===== src/rtl/vga_vram_arbiter_if.sv =====
// Avalon-MM slave bundle between the fabric and the VRAM arbiter.
//   cs/read/write/addr/byte_en/writedata : master -> arbiter request
//   readdata/waitrequest                 : arbiter -> master response
// addr[11] = 0 selects VRAM words, addr[11] = 1 selects control registers.
interface vga_vram_arbiter_if;
  logic        cs;
  logic        read;
  logic        write;
  logic [11:0] addr;
  logic [3:0]  byte_en;
  logic [31:0] writedata;
  logic [31:0] readdata;
  logic        waitrequest;

  modport slave  (input  cs, read, write, addr, byte_en, writedata,
                  output readdata, waitrequest);
  modport master (output cs, read, write, addr, byte_en, writedata,
                  input  readdata, waitrequest);
endinterface


===== src/rtl/vga_vram_arbiter.sv =====
// Shares VRAM port A between the CPU Avalon slave and a FILL / SCROLL-UP engine.
// Ports:
//   clk, rst_n      : system clock, async active-low reset
//   avl             : Avalon-MM slave (VRAM window + CMD/FILL_DATA/STATUS regs)
//   ram_*_o         : port A address, byte enables, write data, strobes
//   ram_q_i         : port A read data, valid the cycle after ram_rden_o
//   irq_o           : level interrupt, DONE & IRQ_EN
module vga_vram_arbiter #(
  parameter int VRAM_WORDS = 1200,
  parameter int ROW_WORDS  = 40
) (
  input  logic                     clk,
  input  logic                     rst_n,
  vga_vram_arbiter_if.slave        avl,
  output logic [10:0]              ram_addr_o,
  output logic [3:0]               ram_byteen_o,
  output logic [31:0]              ram_wdata_o,
  output logic                     ram_wren_o,
  output logic                     ram_rden_o,
  input  logic [31:0]              ram_q_i,
  output logic                     irq_o
);
  typedef enum logic [2:0] {S_IDLE, S_FILL, S_SCR_RD, S_SCR_WR, S_SCR_FILL, S_FIN} state_e;

  localparam logic [10:0] LAST_W  = 11'(VRAM_WORDS - 1);
  localparam logic [10:0] LAST_MV = 11'(VRAM_WORDS - ROW_WORDS - 1);
  localparam logic [10:0] ROW_W   = 11'(ROW_WORDS);
  localparam logic [10:0] DEPTH_W = 11'(VRAM_WORDS);

  state_e      state_q;
  logic [10:0] cnt_q;
  logic [31:0] fill_q, hold_q, rdata_q;
  logic        done_q, err_q, irq_en_q;
  logic        rr_q;                 // 1: CPU won the last contested cycle
  logic        cap_q;                // engine read issued last cycle, RAM_Q is ours
  logic        vpend_q, voor_q;      // CPU VRAM read data cycle / out-of-range
  logic        rpend_q;              // control register read data cycle

  logic        busy, pend, is_vram, in_range, wr_op;
  logic        cpu_req, eng_req, cpu_gnt, eng_gnt;
  logic        reg_rd, reg_wr, op_valid, start;
  logic [31:0] reg_rval, rd_mux;

  assign busy     = (state_q != S_IDLE);
  assign pend     = vpend_q | rpend_q;
  assign is_vram  = ~avl.addr[11];
  assign in_range = (avl.addr[10:0] < DEPTH_W);
  assign wr_op    = avl.write & ~avl.read;

  // The data cycle of a read is not a new request: the master still holds it.
  assign cpu_req = rst_n & avl.cs & is_vram & ((avl.read & ~pend) | wr_op);
  assign eng_req = (state_q == S_FILL) || (state_q == S_SCR_RD) ||
                   (state_q == S_SCR_WR) || (state_q == S_SCR_FILL);
  assign cpu_gnt = cpu_req & (~eng_req | ~rr_q);
  assign eng_gnt = eng_req & ~cpu_gnt;

  assign reg_rd   = rst_n & avl.cs & avl.addr[11] & avl.read & ~pend;
  assign reg_wr   = rst_n & avl.cs & avl.addr[11] & wr_op;
  assign op_valid = (avl.writedata[1:0] == 2'b01) || (avl.writedata[1:0] == 2'b10);
  assign start    = reg_wr & (avl.addr[1:0] == 2'd0) & op_valid & ~busy;

  always_comb begin
    reg_rval = '0;
    case (avl.addr[1:0])
      2'd1:    reg_rval = fill_q;
      2'd2:    reg_rval = {29'd0, err_q, done_q, busy};
      default: reg_rval = '0;
    endcase
  end

  assign rd_mux          = voor_q ? '0 : ram_q_i;
  assign avl.readdata    = vpend_q ? rd_mux : rdata_q;
  assign avl.waitrequest = rst_n & avl.cs &
                           ((avl.read & ~pend) | (wr_op & is_vram & ~cpu_gnt));
  assign irq_o           = done_q & irq_en_q;

  // Port A mux: CPU path is combinational so a granted write completes in-cycle.
  always_comb begin
    ram_addr_o   = '0;
    ram_byteen_o = '0;
    ram_wdata_o  = '0;
    ram_wren_o   = 1'b0;
    ram_rden_o   = 1'b0;
    if (cpu_gnt) begin
      ram_addr_o   = avl.addr[10:0];
      ram_byteen_o = avl.byte_en;
      ram_wdata_o  = avl.writedata;
      ram_wren_o   = wr_op & in_range;
      ram_rden_o   = avl.read & in_range;
    end else if (eng_gnt) begin
      ram_byteen_o = 4'hF;
      ram_addr_o   = cnt_q;
      case (state_q)
        S_FILL, S_SCR_FILL: begin
          ram_wdata_o = fill_q;
          ram_wren_o  = 1'b1;
        end
        S_SCR_RD: begin
          ram_addr_o  = cnt_q + ROW_W;
          ram_rden_o  = 1'b1;
        end
        S_SCR_WR: begin
          // First write attempt takes RAM_Q straight through; retries use hold.
          ram_wdata_o = cap_q ? ram_q_i : hold_q;
          ram_wren_o  = 1'b1;
        end
        default: ;
      endcase
    end
  end

  always_ff @(posedge clk or negedge rst_n) begin
    if (!rst_n) begin
      state_q  <= S_IDLE;
      cnt_q    <= '0;
      fill_q   <= '0;
      hold_q   <= '0;
      rdata_q  <= '0;
      done_q   <= 1'b0;
      err_q    <= 1'b0;
      irq_en_q <= 1'b0;
      rr_q     <= 1'b0;
      cap_q    <= 1'b0;
      vpend_q  <= 1'b0;
      voor_q   <= 1'b0;
      rpend_q  <= 1'b0;
    end else begin
      vpend_q <= cpu_gnt & avl.read;
      voor_q  <= ~in_range;
      rpend_q <= reg_rd;
      if (reg_rd)  rdata_q <= reg_rval;
      if (vpend_q) rdata_q <= rd_mux;
      if (cpu_req & eng_req) rr_q <= cpu_gnt;

      cap_q <= eng_gnt & (state_q == S_SCR_RD);
      if (cap_q) hold_q <= ram_q_i;

      if (reg_wr) begin
        case (avl.addr[1:0])
          2'd0: begin
            irq_en_q <= avl.writedata[2];
            if (op_valid && busy) err_q <= 1'b1;
          end
          2'd1: fill_q <= avl.writedata;
          2'd2: begin
            if (avl.writedata[1]) done_q <= 1'b0;
            if (avl.writedata[2]) err_q  <= 1'b0;
          end
          default: ;
        endcase
      end

      case (state_q)
        S_IDLE: if (start) begin
          state_q <= (avl.writedata[1:0] == 2'b01) ? S_FILL : S_SCR_RD;
          cnt_q   <= '0;
          done_q  <= 1'b0;
        end
        S_FILL, S_SCR_FILL: if (eng_gnt) begin
          if (cnt_q == LAST_W) state_q <= S_FIN;
          else                 cnt_q   <= cnt_q + 11'd1;
        end
        S_SCR_RD: if (eng_gnt) state_q <= S_SCR_WR;
        S_SCR_WR: if (eng_gnt) begin
          cnt_q   <= cnt_q + 11'd1;
          state_q <= (cnt_q == LAST_MV) ? S_SCR_FILL : S_SCR_RD;
        end
        S_FIN: begin
          done_q  <= 1'b1;
          cnt_q   <= '0;
          state_q <= S_IDLE;
        end
        default: state_q <= S_IDLE;
      endcase
    end
  end
endmodule


===== src/flat_wrapper.sv =====
// flat-port wrapper written by rule: the top's interface ports become plain ports
module vga_vram_arbiter_flat 
#(
  parameter int VRAM_WORDS = 1200,
  parameter int ROW_WORDS  = 40
)
  (clk, rst_n, ram_addr_o, ram_byteen_o, ram_wdata_o, ram_wren_o, ram_rden_o, ram_q_i, irq_o, avl_cs, avl_read, avl_write, avl_addr, avl_byte_en, avl_writedata, avl_readdata, avl_waitrequest);
  vga_vram_arbiter_if avl_i ();
  input  logic clk;
  input  logic rst_n;
  output logic [10:0] ram_addr_o;
  output logic [3:0] ram_byteen_o;
  output logic [31:0] ram_wdata_o;
  output logic ram_wren_o;
  output logic ram_rden_o;
  input  logic [31:0] ram_q_i;
  output logic irq_o;
  input wire logic [$bits(avl_i.cs)-1:0] avl_cs;
  input wire logic [$bits(avl_i.read)-1:0] avl_read;
  input wire logic [$bits(avl_i.write)-1:0] avl_write;
  input wire logic [$bits(avl_i.addr)-1:0] avl_addr;
  input wire logic [$bits(avl_i.byte_en)-1:0] avl_byte_en;
  input wire logic [$bits(avl_i.writedata)-1:0] avl_writedata;
  output wire logic [$bits(avl_i.readdata)-1:0] avl_readdata;
  output wire logic [$bits(avl_i.waitrequest)-1:0] avl_waitrequest;
  assign avl_i.cs = avl_cs;
  assign avl_i.read = avl_read;
  assign avl_i.write = avl_write;
  assign avl_i.addr = avl_addr;
  assign avl_i.byte_en = avl_byte_en;
  assign avl_i.writedata = avl_writedata;
  assign avl_readdata = avl_i.readdata;
  assign avl_waitrequest = avl_i.waitrequest;
  vga_vram_arbiter #(.VRAM_WORDS(VRAM_WORDS), .ROW_WORDS(ROW_WORDS)) u_core (.clk(clk), .rst_n(rst_n), .avl(avl_i), .ram_addr_o(ram_addr_o), .ram_byteen_o(ram_byteen_o), .ram_wdata_o(ram_wdata_o), .ram_wren_o(ram_wren_o), .ram_rden_o(ram_rden_o), .ram_q_i(ram_q_i), .irq_o(irq_o));
endmodule

===== config.mk =====
export PLATFORM = sky130hd
export DESIGN_NAME = vga_vram_arbiter_flat
export DESIGN_NICKNAME = d
export VERILOG_FILES = /design/src/rtl/vga_vram_arbiter_if.sv /design/src/rtl/vga_vram_arbiter.sv /design/src/flat_wrapper.sv
export SDC_FILE = /design/constraint.sdc
export NUM_CORES = 1
export LEC_CHECK = 0
export CORE_MARGIN = 2
export CORE_UTILIZATION = 50
export CTS_BUF_LIST = sky130_fd_sc_hd__clkbuf_16
export CTS_CLUSTER_DIAMETER = 50
export DETAILED_ROUTE_END_ITERATION = 6
export DONT_BUFFER_PORTS = 1
export PLACE_DENSITY_LB_ADDON = 0.15
export SLEW_MARGIN = 20
export SYNTH_ARGS = -nofsm -noshare
export SYNTH_HDL_FRONTEND = slang
export SYNTH_SLANG_ARGS = --single-unit

===== constraint.sdc =====
create_clock -name clk -period 2.7 [get_ports clk]
set_input_delay 0.54 -clock clk [delete_from_list [all_inputs] [get_ports clk]]
set_output_delay 0.54 -clock clk [all_outputs]
set_load 0.01 [all_outputs]

; ---- After elaboration in Yosys (flattened, before gate mapping)
; Index checks and enable logic that the tools add are counted.
[op_classes]
add_sub_neg = 2
n_mul = 0
div = 0
order_cmp = 1
n_eq_ne = 19
n_shift = 0
muxes = 41
n_bitwise = 35
n_reduce_logical = 18
[ops]
columns = op, n
row1 = two-way mux 32 bit, 7
row2 = case mux 32 bit (2 select lines), 2
row3 = two-way mux 11 bit, 7
row4 = case mux 11 bit (4 select lines), 1
row5 = bitwise AND 1 bit, 23
row6 = equality test 11 bit (second input constant), 2
row7 = two-way mux 3 bit, 6
row8 = two-way mux 1 bit, 12
row9 = case mux 3 bit (4 select lines), 1
row10 = adder 11 x 1 -> 11 bit (second input constant), 1
row11 = adder 11 x 6 -> 11 bit (second input constant), 1
row12 = less-than comparator 11 bit (second input constant), 1
row13 = != test 2 x 1 -> 1 bit (second input constant), 5
row14 = AND reduction 5 bit, 2
row15 = two-way mux 4 bit, 2
row16 = NOT 1 bit, 8
row17 = equality test 3 x 2 -> 1 bit (second input constant), 2
row18 = equality test 3 bit (second input constant), 2
row19 = != test 2 bit (second input constant), 3
row20 = equality test 2 x 1 -> 1 bit (second input constant), 2
row21 = equality test 2 bit (second input constant), 2
row22 = logical OR 1 bit, 4
row23 = bitwise OR 1 bit, 4
row24 = case mux 1 bit (2 select lines), 2
row25 = other kinds (12), 14
[word_totals]
regBits = 118
latchBits = 0
mem_bits_rw = 0
romBits = 0
inputBits = 85
output_inout_bits = 83
elab_cells = 129
n_memories = 0

; ---- Logic depth before layout (Yosys ltp)
; Gate-level depths: netlist (run 1).
[logic_depth]
depth_word = 11
mapped_depth = 8
depth_no_buf = 7

; ---- Worst setup path before layout (run 1)
; OpenSTA, ideal clock, no wires.
[synth_path]
kind = in2out
from = input avl_read
to = output ram_wdata_o[28]
arrival_time_ns = 2.171
required_time_ns = 2.160
path_slack_ns = -0.011
cell_stages = 7
n_path_buf = 3
path_cell_list = or3b_4 > a2111o_1 > buf_6 > nand2_1 > buf_2 > buf_2 > o21ai_0
[synth_between]
elab_chain_cells = 9
elab_cells_between_ends = 10
classes_between = mux: 2 / bitwise: 8
[synth_rtl]
columns = element, line_no
row1 = "start, declared", flat_wrapper.sv:19  ; input wire logic [$bits(avl_i.read)-1:0] avl_read;
row2 = NOT 1 bit, vga_vram_arbiter.sv:48  ; assign wr_op = avl.write & ~avl.read;
row3 = bitwise AND 1 bit, vga_vram_arbiter.sv:48
row4 = bitwise OR 1 bit *, vga_vram_arbiter.sv:51  ; assign cpu_req = rst_n & avl.cs & is_vram & ((avl.read & ~pend) | wr_op);
row5 = bitwise AND 1 bit *, vga_vram_arbiter.sv:51
row6 = bitwise AND 1 bit *, vga_vram_arbiter.sv:54  ; assign cpu_gnt = cpu_req & (~eng_req | ~rr_q);
row7 = NOT 1 bit, vga_vram_arbiter.sv:55  ; assign eng_gnt = eng_req & ~cpu_gnt;
row8 = bitwise AND 1 bit, vga_vram_arbiter.sv:55
row9 = two-way mux 32 bit, vga_vram_arbiter.sv:90  ; end else if (eng_gnt) begin
row10 = two-way mux 32 bit *, vga_vram_arbiter.sv:84  ; if (cpu_gnt) begin
row11 = "end, declared", flat_wrapper.sv:13  ; output logic [31:0] ram_wdata_o;
; Mark *: on every way between the ends. The rest lies on a longest branch, timed or not.

; ---- Worst setup path in the final report (run 1)
[layout_path]
from = register u_core.rpend_q
to = output ram_addr_o[5]
[layout_between]
elab_chain_cells = 10
[layout_rtl]
columns = element, line_no
row1 = "start, declared", vga_vram_arbiter.sv:37  ; logic rpend_q;
row2 = "start signal, assigned", vga_vram_arbiter.sv:130  ; rpend_q <= reg_rd;
row3 = bitwise OR 1 bit *, vga_vram_arbiter.sv:45  ; assign pend = vpend_q | rpend_q;
row4 = NOT 1 bit *, vga_vram_arbiter.sv:51
row5 = bitwise AND 1 bit *, vga_vram_arbiter.sv:51
row6 = bitwise OR 1 bit *, vga_vram_arbiter.sv:51
row7 = bitwise AND 1 bit *, vga_vram_arbiter.sv:51
row8 = bitwise AND 1 bit *, vga_vram_arbiter.sv:54
row9 = NOT 1 bit, vga_vram_arbiter.sv:55
row10 = bitwise AND 1 bit, vga_vram_arbiter.sv:55
row11 = two-way mux 11 bit, vga_vram_arbiter.sv:90
row12 = two-way mux 11 bit *, vga_vram_arbiter.sv:84
row13 = "end, declared", flat_wrapper.sv:11  ; output logic [10:0] ram_addr_o;
; Marked as above.

==> results of run 1 <==
per-layer routing:
| metal | track usage | wire length (um) |
|---|---|---|
| met1 | 0.373 | 8240 |
| met2 | 0.478 | 9960 |
| met3 | 0.0790 | 1600 |
| met4 | 0.100 | 389 |
| met5 | 0 | 0 |
registers in the layout, summed over array words and instances, names as in the netlist:
register / cells
u_core.irq_en_q: 1
u_core.err_q: 1
u_core.rpend_q: 1
u_core.cap_q: 1
u_core.state_q: 3
u_core.hold_q: 32
u_core.rdata_q: 32
u_core.vpend_q: 1
u_core.cnt_q: 11
u_core.done_q: 1
u_core.rr_q: 1
u_core.voor_q: 1
u_core.fill_q: 32
cell usage after synthesis, types with 3 or more instances:
cell / n
nand2_1: 92
a31oi_1: 7
xor2_1: 3
nand3_1: 4
nor3_1: 11
a21oi_1: 32
a22o_1: 8
o21ai_1: 5
a41oi_1: 4
and3_1: 4
nor2_1: 18
nor2b_1: 5
ha_1: 6
o21ai_0: 82
o22a_1: 3
mux2_2: 65
and2_1: 6
nand4_1: 5
a221oi_1: 29
clkbuf_1: 39
buf_1: 5
xnor2_1: 7
inv_1: 39
buf_2: 8
a22oi_1: 35
dfrtp_1: 118
cells by family after synthesis:
kind of cell	synth area share
AO/OA/AOI/OAI	0.226
AND/OR/NAND/NOR	0.120
flip-flops	0.457
buffers and inverters	0.0573
multiplexers	0.115
XOR/XNOR	0.0135
adder cells (fa/ha/maj)	0.0116
report_power, final:
group | total [mW] | internal, mW | switching [mW]
clock | 2.11 | 1.32 | 0.789
combinational | 3.13 | 1.38 | 1.75
sequential | 2.58 | 2.32 | 0.266
total | 7.83 | 5.02 | 2.80
path summary, 6_finish.rpt:
kind                                    from            endpoint  slack [ps]  depth (start not counted)
setup / recovery              u_core.rpend_q       ram_addr_o[5]        -160                          8
hold / removal                         rst_n  u_core.rdata_q[25]        -180                          0
setup reg to reg              u_core.rpend_q   u_core.state_q[1]          70                         13
hold reg to reg            u_core.hold_q[24]   u_core.hold_q[24]         500                          1
max in group asynchronous              rst_n    u_core.fill_q[6]        2710                          0
min in group clk            avl_writedata[7]    u_core.fill_q[7]         270                          1
critical path, delay by kind of cell (launching register included):
kind / cells / cell delay, ps
buf+inv: 3 / 410
simple gates: 2 / 510
compound gates: 3 / 600
flops: 1 / 380
metrics by stage:
step           area [um^2]   util  setup TNS [ps]  hold WS, ps
4_1_cts               8150  0.646           -3650         -194
6_report              8320  0.659           -5110         -180
3_3_place_gp          6850  0.543               0          248
5_1_grt               8320  0.659           -7800         -209
2_1_floorplan         6470      -               0          244
3_5_place_dp          6850  0.543               0          247
final cells by class:
type,instances,share of cell area
inverter,39,0.0176
timing repair buffer,66,0.0856
tap,172,0.0259
sequential,118,0.355
clock inverter,15,0.0146
clock buffer,17,0.0512
multi-input combinational,471,0.450
what timing repair did:
| action | 4_1_cts | 5_1_grt |
|---|---|---|
| hold endpoints to repair | 118 | 118 |
| cloned | 7 | 0 |
| endpoints found under the setup margin | 50 | 50 |
| buffers inserted | 18 | 14 |
| gates resized for setup | 126 | 59 |
| pin swaps | 15 | 11 |
==> results_dict.tcl, run 1 <==
set metrics [dict create \
    status "complete, but fails checks" \
    violations "hold timing, setup timing" \
    synth_fp_nets 773 \
    clkSinkCount 118 \
    grt_start_max_net_pins 121 \
    grt_pass1_wl_um 31700 \
    worst_pin_slew_ps 1060 \
    cts.path.max_buffers 2 \
    cp.required_ps 2160 \
    p_leak_nw 3.61 \
    grt_overflow 0 \
    synth-edff-count 0 \
    yosys.area.top_type "dfrtp_1" \
    cts_tree "yes" \
    globalplace.congestion 0.878 \
    yosys_warnings 0 \
    dr.first_iter.drc_count 554 \
    fmax_ghz 0.349 \
    crit_path_cell_trace "or3b_4, a211oi_4, a21boi_4, buf_8, buf_12, buf_12, nand2_1, o21ai_2" \
    fin_skew_ps 4.94 \
    place_hpwl_um 11900 \
    min_period_ps 2860 \
    synth.avg_cell_area_um2 9.48 \
    path_clk_slew_ps 50 \
    area_growth_syn_to_layout_pct 28.6 \
    path_class "register to primary output" \
    start_util 0.512 \
    seq_area_um2 2950 \
    hold_slack_ps -180 \
    period_share 1.06 \
    drive_above_1_share 0.355 \
    slowest_delay_ps 440 \
    grt_usage 0.292 \
    ios 168 \
    io_buffers 0 \
    cp.arrival_ps 2320 \
    finalSetupViolCount 49 \
    drc 0 \
    wl_per_cell_um 22.5 \
    synth_flop_cell "dfrtp_1" \
    multi_input_area_um2 3740 \
    cts_buffers 17 \
    synth_area_leaders "dfrtp_1 (46%), mux2_2 (11%), o21ai_0 (6.3%)" \
    grt_pass1_vias 5836 \
    antenna_found_initial 0 \
    hold_violations 118 \
    final_nets 804 \
    final_cell_mix "dfrtp_1 (118), mux2_2 (65), nand2_1 (55)" \
    clk-insertion-delay-late_ps 410 \
    crit_top_cell "buf_12" \
    final_common_cell "dfrtp_1" \
    detail-route-antenna-nets 0 \
    dr.pass1.iters 5 \
    synth.distinct_cells 57 \
    power_density_nw_per_um2 941 \
    clockRootBuffer "clkbuf_16" \
    synth_seq_area_share 0.457 \
    vias 5675 \
    grt_setup_unrepaired "yes" \
    setup_ws_ps -162 \
    ys_async_sr_fraction 1.00 \
    core_um2 12600 \
    hp-class "primary input to asynchronous set/reset pin" \
    drv_slew 0 \
    synthesis.instances 682 \
    dp.cells 835 \
    end_kind "primary output" \
    die_x_um 118 \
    total_power_mw 7.83 \
    fillers 998 \
    critPathLaunchType "register" \
    viasPerCell 6.32 \
    relSlewSlack 0.290 \
    synth_area_um2 6470 \
    die_y_um 118 \
    yosysTopAreaCellShare 0.457 \
    path_max_fanout 7 \
    final_cells 898 \
    finalWirelength_um 20200 \
    slowest_stage "or3b_4" \
    drv_cap 0 \
    htree_levels 4 \
    rows 41 \
    synth_seq_cells 118 \
    irDropWorstVdd_mv 0.458 \
    dieArea_um2 13900 \
    antenna_cells 0 \
    pre_cts_slack_ps 47.1 \
]
Power figures use the tool's default switching activity.
==> run 2: changes to the inputs <==
--- a/config.mk
+++ b/config.mk
@@ -12,6 +12,7 @@
 export DETAILED_ROUTE_END_ITERATION = 6
 export DONT_BUFFER_PORTS = 1
 export PLACE_DENSITY_LB_ADDON = 0.15
+export SETUP_SLACK_MARGIN = 0.05
 export SLEW_MARGIN = 20
 export SYNTH_ARGS = -nofsm -noshare
 export SYNTH_HDL_FRONTEND = slang
==> run 2 against run 1 <==
The flow still finishes with violations (hold timing, setup timing). Clock power shrank 9%. Worst setup slack gained 110 ps. Register-to-register slack gained 170 ps. Clock skew grew 1.1 ps. Critical path type unchanged. Final cell count shrank 0.89%. First-iteration DRC count shrank 13%. Cell area shrank 2.8%. Total power shrank 4.3%. Via count shrank 0.86%. Die area is the same.
==> results_dict.tcl, run 2 (synthesis gave the netlist of run 1 again) <==
set metrics [dict create \
    status "complete, but fails checks" \
    violations "hold timing, setup timing" \
    start_util 0.512 \
    path_class "register to primary output" \
    antenna_cells 0 \
    slowest_stage "a2111o_1" \
    drv_slew 0 \
    finalWirelength_um 18700 \
    place_hpwl_um 12000 \
    setup_ws_ps -55.2 \
    grt_pass1_vias 5528 \
    cp-startpoint "u_core.rpend_q" \
    cp.arrival_ps 2220 \
    drive_above_1_share 0.316 \
    cp.required_ps 2160 \
    hold_slack_ps -173 \
    critPathLaunchType "register" \
    fillers 1036 \
    crit_path_cell_trace "or3b_4, a2111o_1, nand2_4, clkbuf_16, buf_12, o21ai_2" \
    power_density_nw_per_um2 926 \
    finalSetupViolCount 44 \
    critPathCapture "ram_wdata_o[25]" \
    grt_start_max_net_pins 121 \
    final_nets 800 \
    fmax_ghz 0.363 \
    path_max_fanout 5 \
    core_um2 12600 \
    vias 5626 \
    htree_levels 4 \
    die_y_um 118 \
    fin_skew_ps 6.00 \
    slowest_delay_ps 440 \
    ios 168 \
    dr.first_iter.drc_count 483 \
    p_leak_nw 3.46 \
    grt_overflow 0 \
    top_regs "u_core.fill_q: 32 flops, u_core.hold_q: 32 flops, u_core.rdata_q: 32 flops" \
    min_period_ps 2760 \
    relSlewSlack 0.375 \
    end_kind "primary output" \
    detail-route-antenna-nets 0 \
    wl_per_cell_um 21.0 \
    drc 0 \
    place_area_um2 6910 \
    grt_usage 0.271 \
    rows 41 \
    cts_tree "yes" \
    antenna_found_initial 0 \
    globalplace.congestion 0.993 \
    clockRootBuffer "clkbuf_16" \
    worst_pin_slew_ps 936 \
    ff2ff_path_depth 7 \
    viasPerCell 6.32 \
    path_clk_slew_ps 50 \
    irDropWorstVdd_mv 0.538 \
    die_x_um 118 \
    fin_util 0.641 \
    final_cell_mix "dfrtp_1 (118), nand2_1 (79), mux2_2 (65)" \
    grt_setup_unrepaired "yes" \
    cts.path.max_buffers 2 \
    hold_violations 118 \
    period_share 1.02 \
    hp-class "primary input to asynchronous set/reset pin" \
    total_power_mw 7.49 \
    final_common_cell "dfrtp_1" \
    timing.rr.start "u_core.rpend_q" \
    dieArea_um2 13900 \
    finalInstanceArea_um2 8090 \
    drv_cap 0 \
    reg2reg_slack_ps 240 \
    clkSinkCount 118 \
    dr.pass1.iters 5 \
    grt_pass1_wl_um 29700 \
    clk-insertion-delay-late_ps 410 \
    area_growth_syn_to_layout_pct 25.1 \
    io_buffers 0 \
    cts_buffers 17 \
    r2r_end "u_core.cnt_q[0]" \
]
-- run 2: cell count changes in the layout (fill, tap and decap cells not counted), sizes merged --
| cell | change |
|---|---|
| buf | -8 |
| clkinv | -5 |
| clkbuf | +3 |
| bufbuf | +1 |
| bufinv | -1 |
| clkinvlp | +1 |
| inv | +1 |
-- run 2: worst min path at each step --
stage           from  slack (ps)                 end
6_report       rst_n        -170   u_core.fill_q[25]
5_1_grt        rst_n        -200  u_core.rdata_q[26]
4_1_cts        rst_n        -190   u_core.fill_q[25]
3_5_place_dp   rst_n         250  u_core.rdata_q[26]
3_3_place_gp   rst_n         250  u_core.rdata_q[25]
2_1_floorplan  rst_n         240        u_core.cap_q
-- run 2: area by class of cell --
cell class                      count  area, um^2  area share
Clock inverter                     11        73.8     0.00913
Multi-Input combinational cell    471        3560       0.441
Clock buffer                       17         425      0.0526
Tap cell                          172         215      0.0266
Inverter                           39         146      0.0181
Sequential cell                   118        2950       0.365
Timing Repair Buffer               62         711      0.0879
-- run 2: metal layers --
metal	GRT usage	wire length [um]
met4	0.0889	300
met1	0.355	7810
met5	0	0
met3	0.0654	1300
met2	0.444	9300
-- run 2: critical path, delay by kind of cell, from the launching register on --
family,cells,cell delay [ps]
and+or+nand+nor,2,600
buffers and inverters,2,310
DFF,1,360
AOI/OAI and AO/OA,2,520
-- run 2: what timing repair did --
action | in CTS | in global routing
setup endpoints to repair | 50 | 52
pin swaps | 7 | 12
hold endpoints to repair | 118 | 118
resized for setup | 109 | 28
setup buffers | 10 | 2
cloned | 4 | 3
-- run 2: per-stage QoR --
| stage | hold slack (ps) | setup TNS [ps] | setup WS (ps) | instances |
|---|---|---|---|---|
| 2_1_floorplan | 244 | 0 | 59.5 | 682 |
| 3_3_place_gp | 248 | 0 | 119 | 844 |
| 3_5_place_dp | 248 | 0 | 38.0 | 844 |
| 4_1_cts | -190 | -882 | -38.1 | 885 |
| 5_1_grt | -196 | -4030 | -120 | 890 |
| 6_report | -173 | -1660 | -55.2 | 890 |
-- run 2: report_power, final --
group | switching [mW] | internal, mW | total, mW
Combinational | 1.65 | 1.34 | 2.99
Clock | 0.717 | 1.21 | 1.93
Sequential | 0.256 | 2.32 | 2.57
Total | 2.62 | 4.87 | 7.49
